`config.mk`:
```
export PLATFORM = sky130hd
export DESIGN_NAME = regfile_param
export DESIGN_NICKNAME = d
export VERILOG_FILES = /design/src/rtl/rf_pkg.sv /design/src/rtl/rf_scoreboard.sv /design/src/rtl/regfile_param.sv
export SDC_FILE = /design/constraint.sdc
export NUM_CORES = 1
export LEC_CHECK = 0
export CAP_MARGIN = 20
export CORE_UTILIZATION = 30
export CTS_CLUSTER_DIAMETER = 200
export DETAILED_ROUTE_END_ITERATION = 7
export PLACE_DENSITY = 0.49
export SLEW_MARGIN = 20
export SYNTH_ARGS = -nofsm -noshare
export SYNTH_HDL_FRONTEND = slang
export SYNTH_HIERARCHICAL = 1
export SYNTH_SLANG_ARGS = --single-unit
```
`constraint.sdc`:
```
create_clock -name clk -period 3.8 [get_ports clk]
set_input_delay 0.76 -clock clk [delete_from_list [all_inputs] [get_ports clk]]
set_output_delay 0.76 -clock clk [all_outputs]
set_load 0.02 [all_outputs]
```
`src/rtl/rf_pkg.sv`:
```
// Shared defaults for the parametrised register file and its busy scoreboard.
package rf_pkg;

  localparam int unsigned DEF_DATA_W   = 32;
  localparam int unsigned DEF_ADDR_W   = 2;
  localparam int unsigned DEF_ZERO_REG = 0;
  localparam int unsigned DEF_BYPASS   = 1;
  localparam int unsigned NUM_REGS     = 2 ** DEF_ADDR_W;

endpackage

```
`src/rtl/rf_scoreboard.sv`:
```
// Per-register pending bits for load-use hazard detection; a set beats a clear on the same register.
module rf_scoreboard
  import rf_pkg::*;
#(
  parameter int unsigned ADDR_W   = DEF_ADDR_W,
  parameter int unsigned ZERO_REG = DEF_ZERO_REG
) (
  input  logic              clk,
  input  logic              reset,
  input  logic              i_set_en,
  input  logic [ADDR_W-1:0] i_set_addr,
  input  logic              i_clr_en,
  input  logic [ADDR_W-1:0] i_clr_addr,
  input  logic [ADDR_W-1:0] i_rd_addr1,
  input  logic [ADDR_W-1:0] i_rd_addr2,
  output logic              o_busy1,
  output logic              o_busy2
);

  localparam int unsigned NREGS = 2 ** ADDR_W;

  logic [NREGS-1:0] r_busy;
  logic [NREGS-1:0] w_busy_d;

  always_comb begin
    w_busy_d = r_busy;
    if (i_clr_en) w_busy_d[i_clr_addr] = 1'b0;
    if (i_set_en) w_busy_d[i_set_addr] = 1'b1;
    // Hardwired zero register can never hold an outstanding result.
    if (ZERO_REG != 0) w_busy_d[0] = 1'b0;
  end

  always_ff @(posedge clk or posedge reset) begin
    if (reset) begin
      r_busy <= '0;
    end else begin
      r_busy <= w_busy_d;
    end
  end

  assign o_busy1 = r_busy[i_rd_addr1];
  assign o_busy2 = r_busy[i_rd_addr2];

endmodule

```
`src/rtl/regfile_param.sv`:
```
// Parametrised 2-read/1-write register file with busy tracking, optional bypass and zero register.
module regfile_param
  import rf_pkg::*;
#(
  parameter int unsigned DATA_W   = DEF_DATA_W,
  parameter int unsigned ADDR_W   = DEF_ADDR_W,
  parameter int unsigned ZERO_REG = DEF_ZERO_REG,
  parameter int unsigned BYPASS   = DEF_BYPASS
) (
  input  logic              clk,
  input  logic              reset,
  input  logic [ADDR_W-1:0] readReg1,
  input  logic [ADDR_W-1:0] readReg2,
  output logic [DATA_W-1:0] readData1,
  output logic [DATA_W-1:0] readData2,
  input  logic              regWrite,
  input  logic [ADDR_W-1:0] writeReg,
  input  logic [DATA_W-1:0] writeData,
  input  logic              busySet,
  input  logic [ADDR_W-1:0] busyReg,
  output logic              readBusy1,
  output logic              readBusy2
);

  localparam int unsigned NREGS = 2 ** ADDR_W;

  logic [DATA_W-1:0] r_regs [NREGS];
  logic              w_wr_en;
  logic [ADDR_W-1:0] w_raddr [2];
  logic [DATA_W-1:0] w_rdata [2];
  logic [1:0]        w_sb_busy;
  logic [1:0]        w_rbusy;

  assign w_wr_en = regWrite && !((ZERO_REG != 0) && (writeReg == '0));

  always_ff @(posedge clk or posedge reset) begin
    if (reset) begin
      for (int i = 0; i < NREGS; i++) r_regs[i] <= '0;
    end else if (w_wr_en) begin
      r_regs[writeReg] <= writeData;
    end
  end

  rf_scoreboard #(
    .ADDR_W  (ADDR_W),
    .ZERO_REG(ZERO_REG)
  ) u_scoreboard (
    .clk       (clk),
    .reset     (reset),
    .i_set_en  (busySet),
    .i_set_addr(busyReg),
    .i_clr_en  (regWrite),
    .i_clr_addr(writeReg),
    .i_rd_addr1(readReg1),
    .i_rd_addr2(readReg2),
    .o_busy1   (w_sb_busy[0]),
    .o_busy2   (w_sb_busy[1])
  );

  assign w_raddr[0] = readReg1;
  assign w_raddr[1] = readReg2;

  always_comb begin
    for (int p = 0; p < 2; p++) begin
      w_rdata[p] = r_regs[w_raddr[p]];
      w_rbusy[p] = w_sb_busy[p];
      // Forwarded write retires the pending result unless a new load re-targets it.
      if ((BYPASS != 0) && regWrite && (writeReg == w_raddr[p])) begin
        w_rdata[p] = writeData;
        if (!(busySet && (busyReg == w_raddr[p]))) w_rbusy[p] = 1'b0;
      end
      if ((ZERO_REG != 0) && (w_raddr[p] == '0)) begin
        w_rdata[p] = '0;
        w_rbusy[p] = 1'b0;
      end
    end
  end

  assign readData1 = w_rdata[0];
  assign readData2 = w_rdata[1];
  assign readBusy1 = w_rbusy[0];
  assign readBusy2 = w_rbusy[1];

endmodule

```
# == Word-level counts from Yosys, hierarchy flattened ==
# Index checks and enable logic that the tools add are counted.
# word_totals
ff_bits,132
input_bits,44
wordCells,57
# classes
n_eq_ne,4
reduce_logical,7
magnitude_cmp,10
bitwise,6
muxes,25
# op_table
cell,count
$mux W32,7
$bmux W32 S2,2
$bwmux W128,1
$demux W32 S2,1
$lt A2 B3 Y1 const B,4
$ge A3 B3 Y1 const B,3
$not A2 Y3,3
$eq A2 B2 Y1,4
$mux W1,8
$mux W4,2
$logic_and A1 B1 Y1,7
$and A4 B4 Y4,1
$bmux W1 S2,2
$demux W1 S2,2
$ge A2 B1 Y1 const B,2
$not A4 Y4,1
$or A4 B4 Y4,1
$lt A3 B1 Y1 const B,1

# == Depth between registers and ports, before layout ==
# logic_depth
ltp_word,9
mapped_depth,5

# == Hierarchy ==
# Netlist, hierarchy kept.
# modules_own_cells
mod,instances,seq_area_each_um2,cells_each,area_per_inst_um2
regfile_param,1,3203.1,440,7449.6
rf_scoreboard,1,100.1,19,226.5

# == Worst setup path after synthesis ==
# OpenSTA, ideal clock, no wires.
# synth_path
kind,in2out
startpoint,input readReg2[1]
endpoint,output readData2[10]
slack_ns,1.183
stages,5
arrival_time_ns,1.857
n_path_buf,3
required_time_ns,3.040
path_cell_list,buf_4 buf_6 buf_2 mux4_2 mux2_4
# synth_via
elab_chain_len,5
word_cells_on_any_way,7
# synth_rtl
element,line,text
"start, declared",regfile_param.sv:13,"input logic [ADDR_W-1:0] readReg2,"
$not A2 Y3 (not written as such),regfile_param.sv:65,w_rdata[p] = r_regs[w_raddr[p]];
$bmux W32 S2,regfile_param.sv:65,
$mux W32 (not written as such) (2 in a row),regfile_param.sv:65,
$mux W32 *,regfile_param.sv:68,if ((BYPASS != 0) && regWrite && (writeReg == w_raddr[p])) begin
"end, declared",regfile_param.sv:15,"output logic [DATA_W-1:0] readData2,"
# Mark *: on every way between the ends. The rest lies on a longest branch, timed or not. The select of a mux whose other input is x is not followed.

# == Worst setup path in the final report ==
# layout_path
startpoint,input writeReg[1]
endpoint,output readData1[5]
# layout_via
elab_chain_len,3
# layout_rtl
element,line,text
"start, declared",regfile_param.sv:17,"input logic [ADDR_W-1:0] writeReg,"
$eq A2 B2 Y1,regfile_param.sv:68,
$logic_and A1 B1 Y1,regfile_param.sv:68,
$mux W32,regfile_param.sv:68,
"end, declared",regfile_param.sv:14,"output logic [DATA_W-1:0] readData1,"
# Every way passes these cells.

==> impl_results.md <==
- Vias in the first global route: 5140
- DRT iter0 DRCs: 116
- WHS: 0.518 ns
- Starting Density: 0.306
- Fin. max-slew vios: 0
- DRC Markers: 0
- Multi-input gate area: 0.00406 sq mm
- Core Area: 0.0251 sq mm
- Slowest stage cell, crit path: clkdlybuf4s50_1
- Largest net degree at the start of global routing: 93
- Power density of the placed cells: 544 mW/mm^2
- Vias per inst: 5.03
- Worst EP required: 3.04 ns
- DRT Pass-1 Iters: 4
- ANT cells: 0
- Horiz. Die Dim: 162 um
- Clk buf depth: 2
- Period utilization: 0.955
- Initial antenna violation count: 0
- CTS Buf Count: 17
- Antenna viol nets, final: 0
- Die Span Y: 162 um
- CTS root buffer: clkbuf_16
- CP bufs+invs: 3
- Synth cell types: 24
- Sequential cell area: 0.00330 sq mm
- Final Critical Period: 3.63 ns
- Hold buffers post-CTS: 0
- LEAKAGE: 4.00 nW
- WL met3: 684 um
- DR top layer: met4
- CTS tree: done
- R2R Setup Slk: 3.01 ns
- Skew-Pair Late Insertion Delay: 0.41 ns
- Power Total: 0.00533 W
- Syn_area_per_cell: 16.7 sq um
- Setup tns final: 0 ns
- Met2 wire len: 9.74 mm
- M1 WL: 8.61 mm
- Max incr delay on CP: 0.62 ns
- Die area: 0.0262 sq mm
- CP endpoint kind: primary output
- Hpwl dp: 12.2 mm
- WL final: 19.2 mm
- Layout fillers: 2406
- Crit path launch type: primary input
- R2R cell count: 1
- Global Route Usage Sum: 0.158
- Routability cong.: 0.752
- Clk sinks: 132
- VDD IR-drop max: 0.000226 V
- Total Nets Final: 616
- Critical R2R Capture: r_regs[96]$_DFFE_PP0P_
- Clock slew at reported path FFs: 0.06 ns
- Relative slew slack: 0.581
- Critical path depth: 6
- Max-cap violations: 0
- CP startpoint: writeReg[1]
- Yosys warning count: 6
- First-pass GRT wire length: 30.9 mm
- Crit path DAT: 2.87 ns
- Post-synthesis sequential area ratio: 0.430
- Final setup viols: 0
- CP Cell Sequence: clkdlybuf4s50_1 > xnor2_1 > nand3_2 > buf_12 > mux2_1 > clkdlybuf4s50_1
- Proportion of layout cells with a drive suffix above 1: 0.538
- Post-CTS setup buffers: 0
- Site Rows: 58
- Min-delay src: r_regs[45]$_DFFE_PP0P_
- CP Class: in2out
- Worst r2r src: r_regs[96]$_DFFE_PP0P_
- Yosys reg bits: 132
- CP Capture Point: readData1[5]
- Outcome: finished, final reports clean
- Num ports: 110
- Mapped cell area: 0.00768 sq mm
- Post-CTS Resized: 0
- Drt wl/cell: 21.0 um
- Vias: 4601
- RSZ-0062 raised after global routing: false
- Synthesized instance count: 459
- Port Buf Inserts: 109
- FMAX: 276 MHz
- Setup Skew: 0 ns
- Area delta synth->final: 27.6%
- Grt total ovfl: 0
- Crit-path max FO: 33
- Hold WC Path Type: reg2reg
- CTS H-tree lvls: 4
- Worst Tran Pin Value: 0.628 ns
- Final hold violations: 0
- CP dominant cell by count: clkdlybuf4s50_1
- Syn Nets: 503
- Worst path top cell family by delay: buffers and inverters
[metrics by stage]
stage	instance area (sq um)	util	std cells	worst slack (ns)
final	9790	0.390	914	0.171
after CTS	9790	0.390	914	0.186
after global routing	9790	0.390	914	0.0812
after detailed placement	9150	0.364	883	0.186
after global placement	9150	0.364	883	0.213
after floorplan	7680	-	459	1.18
[layout by cell type (no fill, tap or decap), drive strengths merged, types with 5 or more instances in the layout]
cell	netlist	final
mux2	192	192
dfrtp	132	132
clkdlybuf4s50	0	105
mux4	66	66
buf	37	26
clkbuf	0	19
xnor2	8	8
bufinv	0	5
[layer usage]
metal | track usage | up-vias
li1 | - | 2012
met1 | 0.207 | 2479
met2 | 0.265 | 95
met3 | 0.0329 | 15
met4 | 0.0420 | 0
met5 | 0 | -
[how the worst min path moves through the flow]
| stage | end | slack (ns) | depth (start not counted) |
|---|---|---|---|
| 5_1_grt | u_scoreboard/r_busy[1]$_DFF_PP0_ | 0.53 | 1 |
| 3_5_place_dp | u_scoreboard/r_busy[1]$_DFF_PP0_ | 0.51 | 1 |
| 3_3_place_gp | r_regs[61]$_DFFE_PP0P_ | 0.50 | 1 |
| 4_1_cts | u_scoreboard/r_busy[1]$_DFF_PP0_ | 0.52 | 1 |
| 2_1_floorplan | u_scoreboard/r_busy[2]$_DFF_PP0_ | 0.47 | 1 |
| 6_report | r_regs[45]$_DFFE_PP0P_ | 0.52 | 1 |
[state kept, by name, indices dropped and copies added (netlist names)]
register / count
r_regs: 128
u_scoreboard/r_busy: 4
[cell families after synthesis]
logic type / Yosys count / share of synthesized area
compound gates: 6 / 0.00619
xor+xnor: 8 / 0.00913
buf+inv: 41 / 0.0417
flops: 132 / 0.430
mux: 258 / 0.499
simple gates: 14 / 0.0134
[Yosys cell counts (all sizes together)]
cell	n	area [sq um]
nand2b	1	6.26
dfrtp	132	3300
o21a	2	15.0
nor3b	2	20.0
mux2	192	2340
o22ai	1	6.26
inv	4	15.0
xnor2	8	70.1
nand3b	4	30.0
buf	37	305
mux4	66	1490
nand3	4	30.0
nand2	1	3.75
o2bb2ai	3	26.3
and3	2	12.5
[power by group]
part           total [W]  internal [W]  switching (W)
sequential       0.00186       0.00167       0.000181
combinational    0.00168       0.00102       0.000661
clock            0.00180       0.00118       0.000616
total            0.00533       0.00387        0.00146
[cell type report]
class / count / area share
repair buffers: 131 / 0.138
multi-input cells: 286 / 0.415
inverters: 4 / 0.00192
well taps: 330 / 0.0422
clock buffers: 19 / 0.0452
clock inverters: 12 / 0.0208
flip-flops and latches: 132 / 0.337
Power figures use the tool's default switching activity.
